--- src/rtl/rv32_pkg.sv ---
// ============================================================================
// Module : rv32_pkg
// Brief  : Shared RV32 encodings, datapath select codes and control states.
// Rev    : 1.0 - initial release
// ============================================================================
`default_nettype none

package rv32_pkg;

    localparam logic [6:0] C_OP_RTYPE  = 7'b0110011;
    localparam logic [6:0] C_OP_IMM    = 7'b0010011;
    localparam logic [6:0] C_OP_LOAD   = 7'b0000011;
    localparam logic [6:0] C_OP_STORE  = 7'b0100011;
    localparam logic [6:0] C_OP_BRANCH = 7'b1100011;
    localparam logic [6:0] C_OP_LUI    = 7'b0110111;
    localparam logic [6:0] C_OP_JAL    = 7'b1101111;

    localparam logic [2:0] C_ALU_ADD  = 3'b000;
    localparam logic [2:0] C_ALU_SUB  = 3'b001;
    localparam logic [2:0] C_ALU_PASS = 3'b010;

    localparam logic [1:0] C_SRC_B_RS2  = 2'b00;
    localparam logic [1:0] C_SRC_B_FOUR = 2'b01;
    localparam logic [1:0] C_SRC_B_IMM  = 2'b10;

    localparam logic [1:0] C_WB_ALUOUT = 2'b00;
    localparam logic [1:0] C_WB_MEM    = 2'b01;
    localparam logic [1:0] C_WB_PC     = 2'b10;

    typedef enum logic [2:0] {
        ST_IDLE   = 3'd0,
        ST_FETCH  = 3'd1,
        ST_DECODE = 3'd2,
        ST_EXEC   = 3'd3,
        ST_MEM    = 3'd4,
        ST_WB     = 3'd5,
        ST_TRAP   = 3'd6
    } state_t;

    typedef enum logic [2:0] {
        CLS_RTYPE = 3'd0,
        CLS_ADDI  = 3'd1,
        CLS_LW    = 3'd2,
        CLS_SW    = 3'd3,
        CLS_BEQ   = 3'd4,
        CLS_LUI   = 3'd5,
        CLS_JAL   = 3'd6,
        CLS_NONE  = 3'd7
    } instr_class_t;

endpackage

`default_nettype wire

--- src/rtl/rv32_decode.sv ---
// ============================================================================
// Module : rv32_decode
// Brief  : Combinational classifier mapping an instruction word to its class.
// Rev    : 1.0 - initial release
// ============================================================================
`default_nettype none

module rv32_decode
    import rv32_pkg::*;
(
    input  logic [31:0]  i_instr,
    output instr_class_t o_class,
    output logic         o_is_sub,
    output logic         o_illegal
);

    logic [6:0] w_opcode;
    logic [2:0] w_funct3;
    logic [6:0] w_funct7;
    logic       w_unused;

    assign w_opcode = i_instr[6:0];
    assign w_funct3 = i_instr[14:12];
    assign w_funct7 = i_instr[31:25];
    // Register and immediate fields do not affect classification.
    assign w_unused = ^{i_instr[24:15], i_instr[11:7]};

    always_comb begin
        o_class = CLS_NONE;
        case (w_opcode)
            C_OP_RTYPE: begin
                if (w_funct3 == 3'b000 &&
                    (w_funct7 == 7'b0000000 || w_funct7 == 7'b0100000))
                    o_class = CLS_RTYPE;
            end
            C_OP_IMM: begin
                if (w_funct3 == 3'b000)
                    o_class = CLS_ADDI;
            end
            C_OP_LOAD: begin
                if (w_funct3 == 3'b010)
                    o_class = CLS_LW;
            end
            C_OP_STORE: begin
                if (w_funct3 == 3'b010)
                    o_class = CLS_SW;
            end
            C_OP_BRANCH: begin
                if (w_funct3 == 3'b000)
                    o_class = CLS_BEQ;
            end
            C_OP_LUI: o_class = CLS_LUI;
            C_OP_JAL: o_class = CLS_JAL;
            default:  o_class = CLS_NONE;
        endcase
    end

    assign o_is_sub  = (w_funct7 == 7'b0100000);
    assign o_illegal = (o_class == CLS_NONE);

endmodule

`default_nettype wire

--- src/rtl/mc_control_unit.sv ---
// ============================================================================
// Module : mc_control_unit
// Brief  : Multi-cycle RV32 sequencer driving datapath selects and enables.
// Rev    : 1.0 - initial release
// ============================================================================
`default_nettype none

module mc_control_unit
    import rv32_pkg::*;
#(
    parameter int RESET_PC_HOLD = 0
) (
    input  logic        clk,
    input  logic        rst,
    input  logic [31:0] instr,
    input  logic        zero,
    input  logic        mem_ready,
    output logic        mem_read,
    output logic        mem_write,
    output logic        iord,
    output logic        ir_write,
    output logic        pc_write,
    output logic        pc_src,
    output logic        oldpc_write,
    output logic        alu_src_a,
    output logic [1:0]  alu_src_b,
    output logic [2:0]  alu_sel,
    output logic        aluout_write,
    output logic        reg_write,
    output logic [1:0]  wb_sel,
    output logic        retire,
    output logic        illegal
);

    localparam logic [3:0] C_HOLD = 4'(RESET_PC_HOLD);

    state_t       r_state;
    state_t       w_next;
    logic [3:0]   r_hold_cnt;
    instr_class_t w_cls;
    logic         w_is_sub;
    logic         w_illegal;

    rv32_decode u_decode (
        .i_instr   (instr),
        .o_class   (w_cls),
        .o_is_sub  (w_is_sub),
        .o_illegal (w_illegal)
    );

    always_ff @(posedge clk) begin
        if (rst) begin
            r_state    <= ST_IDLE;
            r_hold_cnt <= '0;
        end else begin
            r_state <= w_next;
            if (r_state == ST_IDLE && r_hold_cnt != C_HOLD)
                r_hold_cnt <= r_hold_cnt + 4'd1;
        end
    end

    always_comb begin
        w_next       = r_state;
        mem_read     = 1'b0;
        mem_write    = 1'b0;
        iord         = 1'b0;
        ir_write     = 1'b0;
        pc_write     = 1'b0;
        pc_src       = 1'b0;
        oldpc_write  = 1'b0;
        alu_src_a    = 1'b0;
        alu_src_b    = C_SRC_B_RS2;
        alu_sel      = C_ALU_ADD;
        aluout_write = 1'b0;
        reg_write    = 1'b0;
        wb_sel       = C_WB_ALUOUT;
        retire       = 1'b0;
        illegal      = 1'b0;

        case (r_state)
            ST_IDLE: begin
                if (r_hold_cnt == C_HOLD)
                    w_next = ST_FETCH;
            end

            ST_FETCH: begin
                mem_read  = 1'b1;
                alu_src_b = C_SRC_B_FOUR;
                if (mem_ready) begin
                    ir_write    = 1'b1;
                    oldpc_write = 1'b1;
                    pc_write    = 1'b1;
                    w_next      = ST_DECODE;
                end
            end

            // Branch/jump target is precomputed from oldpc for every class.
            ST_DECODE: begin
                alu_src_b    = C_SRC_B_IMM;
                aluout_write = 1'b1;
                w_next       = w_illegal ? ST_TRAP : ST_EXEC;
            end

            ST_EXEC: begin
                case (w_cls)
                    CLS_RTYPE: begin
                        alu_src_a    = 1'b1;
                        alu_sel      = w_is_sub ? C_ALU_SUB : C_ALU_ADD;
                        aluout_write = 1'b1;
                        w_next       = ST_WB;
                    end
                    CLS_ADDI, CLS_LW, CLS_SW: begin
                        alu_src_a    = 1'b1;
                        alu_src_b    = C_SRC_B_IMM;
                        aluout_write = 1'b1;
                        w_next       = (w_cls == CLS_ADDI) ? ST_WB : ST_MEM;
                    end
                    CLS_LUI: begin
                        alu_src_b    = C_SRC_B_IMM;
                        alu_sel      = C_ALU_PASS;
                        aluout_write = 1'b1;
                        w_next       = ST_WB;
                    end
                    CLS_BEQ: begin
                        alu_src_a = 1'b1;
                        alu_sel   = C_ALU_SUB;
                        pc_write  = zero;
                        pc_src    = 1'b1;
                        retire    = 1'b1;
                        w_next    = ST_FETCH;
                    end
                    CLS_JAL: begin
                        pc_write  = 1'b1;
                        pc_src    = 1'b1;
                        reg_write = 1'b1;
                        wb_sel    = C_WB_PC;
                        retire    = 1'b1;
                        w_next    = ST_FETCH;
                    end
                    default: w_next = ST_TRAP;
                endcase
            end

            ST_MEM: begin
                iord      = 1'b1;
                mem_read  = (w_cls == CLS_LW);
                mem_write = (w_cls == CLS_SW);
                if (w_cls != CLS_LW && w_cls != CLS_SW) begin
                    w_next = ST_TRAP;
                end else if (mem_ready) begin
                    retire = (w_cls == CLS_SW);
                    w_next = (w_cls == CLS_SW) ? ST_FETCH : ST_WB;
                end
            end

            ST_WB: begin
                reg_write = 1'b1;
                wb_sel    = (w_cls == CLS_LW) ? C_WB_MEM : C_WB_ALUOUT;
                retire    = 1'b1;
                w_next    = ST_FETCH;
            end

            ST_TRAP: illegal = 1'b1;

            default: w_next = ST_IDLE;
        endcase
    end

endmodule

`default_nettype wire

--- config.mk ---
export PLATFORM = sky130hd
export DESIGN_NAME = mc_control_unit
export DESIGN_NICKNAME = d
export VERILOG_FILES = /design/src/rtl/rv32_pkg.sv /design/src/rtl/rv32_decode.sv /design/src/rtl/mc_control_unit.sv
export SDC_FILE = /design/constraint.sdc
export NUM_CORES = 1
export LEC_CHECK = 0
export ABC_AREA = 0
export CORE_MARGIN = 3
export CORE_UTILIZATION = 31
export DETAILED_ROUTE_END_ITERATION = 10
export GPL_ROUTABILITY_DRIVEN = 0
export PLACE_DENSITY = 0.67
export SYNTH_ARGS = -nofsm -noshare
export SYNTH_HDL_FRONTEND = slang
export SYNTH_SLANG_ARGS = --single-unit
--- constraint.sdc ---
create_clock -name clk -period 4.9 [get_ports clk]
set_clock_uncertainty 0.05 [all_clocks]
set_input_delay 0.98 -clock clk [delete_from_list [all_inputs] [get_ports clk]]
set_output_delay 0.98 -clock clk [all_outputs]
set_load 0.02 [all_outputs]
# Word level (Yosys, flattened, before mapping)
# Cells that the tools add are included.
op_classes:
  eq_ne: 27
  n_addsub: 1
  n_bitwise: 1
  n_reduce_logical: 17
  n_mux: 42
op_table:
  columns: ["cell", "count"]
  rows:
  - ["$pmux 3 s7", 2]
  - ["$mux 3", 10]
  - ["$eq 7x6->1 const B", 4]
  - ["$eq 3x3->1 const B", 7]
  - ["$mux 1", 16]
  - ["$eq 3x2->1 const B", 5]
  - ["$eq 7x7->1 const B", 2]
  - ["$pmux 2 s3", 2]
  - ["$pmux 1 s2", 5]
  - ["$reduce_or 5->1", 2]
  - ["$logic_not 3->1", 3]
  - ["$pmux 3 s3", 1]
  - ["$mux 2", 4]
  - ["$eq 7x2->1 const B", 1]
  - ["$eq 7x5->1 const B", 1]
  - ["$logic_not 7->1", 1]
  - ["$eq 3x1->1 const B", 2]
  - ["$ne 3x2->1 const B", 2]
  - ["$add 4x1->4 const B", 1]
  - ["$logic_not 4->1", 1]
  - ["$pmux 2 s2", 1]
  - ["$reduce_and 4->1", 1]
  - ["$reduce_bool 4->1", 1]
  - ["$reduce_or 2->1", 2]
  - ["9 further kinds", 11]
totals:
  regBits: 7
  elab_cells: 90
  in_bits: 36

# Depth between registers and ports, before layout
depth:
  word_depth: 10
  ltp_mapped: 8
  ltp_nobuf: 8

# Modules after synthesis
# From an unflattened synthesis, not the netlist that was laid out.
hier_totals:
  cells_unflattened: 131
  area_unflattened_um2: 1029.7
by_module_without_submodules:
  columns: ["mod", "area_each_um2", "n_inst", "seq_area_each_um2", "cells_each"]
  rows:
  - ["mc_control_unit", 726.9, 1, 140.1, 85]
  - ["rv32_decode", 302.8, 1, 0.0, 46]

# Least setup slack after synthesis
# OpenSTA, ideal clock, no wires.
synth_path:
  path_type: "input port to output port"
  start: "input instr[5]"
  end: "output pc_write"
  arrival_time_ps: 3134
  slack_ps: 736
  required_time_ps: 3870
  stages: 8
  path_cell_list: "clkbuf_1 nor2b_1 a2bb2oi_1 o21ai_0 and4b_1 nor3b_1 nand2_1 nand2_1"
synth_via:
  elab_chain_len: 5
  word_cells_on_any_way: 12
  cone_classes: "eq/ne: 9; mux: 3"
synth_rtl:
  columns: ["item", "line_no", "source"]
  rows:
  - ["start, declared", "mc_control_unit.sv:15", "input logic [31:0] instr,"]
  - ["$eq 7x7->1, or another cell as far along", "rv32_decode.sv:30", "case (w_opcode)"]
  - ["$pmux 3 s7 (*)", "rv32_decode.sv:30", null]
  - ["$eq 3x3->1", "mc_control_unit.sv:105", "case (w_cls)"]
  - ["$pmux 1 s2 (*)", "mc_control_unit.sv:105", null]
  - ["$pmux 1 s2 (*)", "mc_control_unit.sv:80", "case (r_state)"]
  - ["end, declared", "mc_control_unit.sv:22", "output logic pc_write,"]
# Every way passes the cells marked *; elsewhere a longest branch is shown, timed or not.

# Worst setup path after layout
layout_path:
  start: "input instr[4]"
  end: "output reg_write"
layout_via:
  elab_chain_len: 5
  word_cells_on_any_way: 11
  cone_classes: "eq/ne: 8; mux: 3"
layout_rtl:
  columns: ["item", "line_no", "source"]
  rows:
  - ["$eq 7x7->1, or another cell as far along", "rv32_decode.sv:30", null]
  - ["$pmux 3 s7 (*)", "rv32_decode.sv:30", null]
  - ["$eq 3x3->1 (*)", "mc_control_unit.sv:105", null]
  - ["$mux 1 (*)", "mc_control_unit.sv:105", null]
  - ["$pmux 1 s2 (*)", "mc_control_unit.sv:80", null]
  - ["end, declared", "mc_control_unit.sv:29", "output logic reg_write,"]
# Marked as above.

==> summary.txt <==
Pwr
  – Comb pwr share: 0.645
  – Peak VDD IR: roughly 0.27 mV
  – Sw Share: 0.4381
  – Pwr dens: ~320 nW/µm²
  – Total power: ~0.42 mW
  – Clk pwr share: 0.128
  – NetSw: 0.1831 mW
  – Pleak: 0.4759 nW
  – Internal power: between 0.2 and 0.25 mW
  – Sequential fraction of design power: 0.227

Logic synthesis
  – Post-Synth Adder-Cell Area: 0.02903
  – Dominant cells by area after synthesis: dfxtp_1 16%, a21oi_1 5.8%, nand2_1 5.2%
  – #FFs+latches synth: 7
  – Share of the synthesized area in the top cell type: 0.1626
  – Post-synthesis mux area share: 0.01161
  – Post-synthesis compound-gate area fraction: 0.2787
  – Post-Synth XOR/XNOR Area: 0.05080
  – Syn nets: 158
  – Post-Synthesis Cells: 120
  – Mapped Area: 862.1 µm²
  – Fraction of registers with async set/reset: 0
  – Synth Area in Simple Gates: 0.4020
  – Library cells used by synthesis: 46
  – Synth Flop Type: dfxtp_1
  – Ys Warns: 0
  – Top cell type by total area after synthesis: dfxtp_1
  – Register area share after synthesis: 0.1626
  – Largest family of logic cells by synthesized area: simple AND/OR/NAND/NOR gates
  – Avg Cell Area, Syn: approximately 7 µm²
  – EDFF count, synth: 0

STA
  – Final slew viol count: 0
  – Slew Limit Headroom: 0.3985
  – Max frequency: 215.6 MHz
  – Slack of the critical path: 0.2614 ns
  – Fin crit share: 0.9467
  – Final setup TNS: 0 ns
  – Final setup violation count: 0
  – Post-layout minimum cycle time: ~4.6 ns
  – RSZ-0062 raised after global routing: no
  – Final hold violations: 0
  – Slew @ Worst Pin: 0.8940 ns

Setup path
  – Endpoint class of the critical path: output pin
  – Worst-path maximum fanout: 7
  – Crit-path leading delay family: buffers and inverters
  – Slowest CP cell: clkdlybuf4s50_1
  – Crit path DAT: 3.61 ns
  – Reg2reg end: r_state[1]$_SDFFE_PP0P_
  – Crit path from: instr[4]
  – Worst r2r src: r_hold_cnt[0]$_SDFFE_PP0P_
  – Startpoint Class: input pin
  – Crit path buffers/inverters: 3
  – Crit path largest cell delay: 0.60 ns
  – Crit Path Class: input pin to output pin
  – CP required: 3.87 ns
  – FF-to-FF setup slack: 2.73 ns
  – CP cell instances: clkdlybuf4s50_1 > a21boi_0 > a2bb2oi_1 > o21ai_1 > and4b_1 > nor3b_1 > buf_4 > nand2_1 > nand2_1 > clkdlybuf4s50_1
  – Reg2reg path depth: 8

CTS
  – Root Driver: clkbuf_4
  – Htree depth: 1
  – TritonCTS Buffers: 3
  – CTS Hold Buffers Added: 0
  – Post-CTS Setup Inserts: 0
  – Clock sinks: 7
  – Worst-skew pair later-pin latency: 0.25 ns
  – Clk buf depth: 2
  – Post-cts resize count: 0
  – CTS tree: yes
  – CTS clk-pin slew, worst paths: 0.05 ns

Die
  – Core ar.: around 2600 µm²
  – Initial Util: 0.3358
  – Die Ht: around 59 µm
  – Die Area: 3450 µm²
  – DIE WIDTH: between 50 and 60 µm
  – Total I/O pin count: 55
  – Site row count: 18

Layout
  – Finished Core Util: 0.5097
  – Final Instance Area: 1309 µm²
  – Antenna fix cells: 0
  – Final #Nets: around 200
  – Share of cells above drive strength 1: 0.08750
  – P&R area growth vs syn: 51.81%

Min path
  – Hold Path Stages: 2
  – Min-delay worst type: register to register
  – Hold path startpoint: r_hold_cnt[3]$_SDFFE_PP0P_
  – Hold path endpoint: r_hold_cnt[3]$_SDFFE_PP0P_

Global routing
  – First-pass GRT wire length: 4202 µm
  – Tot GR Track Use: 0.1520
  – Initial antenna violation count: 0
  – Pin count of the biggest net entering global routing: 13
  – Grt ovf: 0
  – Vias in the first global route: 987

Flow run
  – Max-cap violations: 0

Routing
  – Routed WL: 2425 µm
  – Post-DRT Antenna Nets: 0
  – Vias: just over 1000
  – DRT Pass-1 Iters: 4
  – Routed met3 length: 142 µm
  – # DRC: 0
  – Top routing layer in use: met4
  – Drt initial violations: 27
  – WL/cell: roughly 13 µm
  – Vias per inst: 5.437
  – Met1 wire length: 1066 µm
  – WL met2: 1186 µm

Placed design
  – Dpl ws: 0.1553 ns
  – Port bufs: 38
  – DP Area: 1276 µm²
  – Post-DP HPWL: between 1500 and 2000 µm

Run status
  – Status: complete, no violations
-- Yosys cell counts (3+ instances only) --
| library cell | count |
|---|---|
| a21oi_1 | 10 |
| clkbuf_1 | 3 |
| dfxtp_1 | 7 |
| inv_1 | 7 |
| nand2_1 | 12 |
| nand2b_1 | 5 |
| nand3_1 | 3 |
| nand4_1 | 3 |
| nor2_1 | 11 |
| nor3_1 | 5 |
| nor3b_1 | 3 |
| o21a_1 | 3 |
| xor2_1 | 3 |
-- metrics by stage --
| stage | cells | hold WS (ns) |
|---|---|---|
| after floorplan | 120 | 0.4302 |
| after global placement | 186 | 0.4560 |
| after detailed placement | 186 | 0.4704 |
| after CTS | 190 | 0.4823 |
| after global routing | 190 | 0.5193 |
| final | 190 | 0.4798 |
-- worst max-delay path by stage --
stage | endpoint | cells past startpoint
after floorplan | pc_write | 8
after CTS | reg_write | 10
after global routing | reg_write | 10
final | reg_write | 10
after global placement | reg_write | 10
after detailed placement | reg_write | 10
-- layout make-up --
class / instances / area (µm²)
Fill cell: 279 / 1259
Multi-Input combinational cell: 101 / 675.6
Timing Repair Buffer: 41 / 402.9
Sequential cell: 7 / 140.1
Tap cell: 30 / 37.54
Clock buffer: 4 / 26.28
Inverter: 7 / 26.28
-- worst reg2reg max path, stage by stage, from the launching register on --
cell and delay, ns:
dfxtp_1 0.39, inv_1 0.06, ha_1 0.19, nor3b_1 0.13
nor4_1 0.68, nor3_1 0.13, o31ai_2 0.16, nor2_1 0.07
a22o_1 0.20
-- flip-flops by register name, indices dropped and copies added (netlist names) --
signal      cells
r_state         3
r_hold_cnt      4
-- power groups by stage --
| stage | registers (mW) | logic, mW | clock network [mW] |
|---|---|---|---|
| 3_3_place_gp | 0.0961 | 0.267 | 0 |
| 5_1_grt | 0.0982 | 0.297 | 0.0595 |
| 2_1_floorplan | 0.0773 | 0.188 | 0 |
| 3_5_place_dp | 0.0954 | 0.270 | 0 |
| 4_1_cts | 0.0942 | 0.270 | 0.0565 |
| 6_report | 0.0948 | 0.270 | 0.0534 |
-- cell usage in the layout (no fill, tap or decap), types with 2 or more instances in the layout --
cell type / n
nor3_1: 5
clkdlybuf4s50_1: 38
xnor2_1: 2
nor2_1: 11
nand4_1: 3
a211o_1: 2
buf_4: 3
nand2_1: 12
o21a_1: 3
a21oi_1: 10
nor3b_1: 3
a41o_1: 2
xor2_1: 3
ha_1: 2
inv_1: 7
and2_1: 2
nand3_1: 3
a211oi_1: 2
nor2b_1: 2
clkbuf_4: 3
dfxtp_1: 7
and3_1: 2
a21o_1: 2
nand2b_1: 5
-- per-layer routing --
metal / GRT usage / vias to the layer above
li1: - / 524
met5: 0 / -
met4: 0.05825 / 0
met2: 0.2603 / 31
met1: 0.1947 / 474
met3: 0.01535 / 4
-- kinds of logic (layout without fill, tap and decap cells) --
group | after synthesis | after routing
AO/OA/AOI/OAI | 33 | 33
XOR/XNOR | 5 | 5
adder cells (fa/ha/maj) | 2 | 2
buffers and inverters | 12 | 52
flip-flops | 7 | 7
multiplexers | 1 | 1
other | 1 | 1
AND/OR/NAND/NOR | 59 | 59
(Power assumes the default switching activity.)
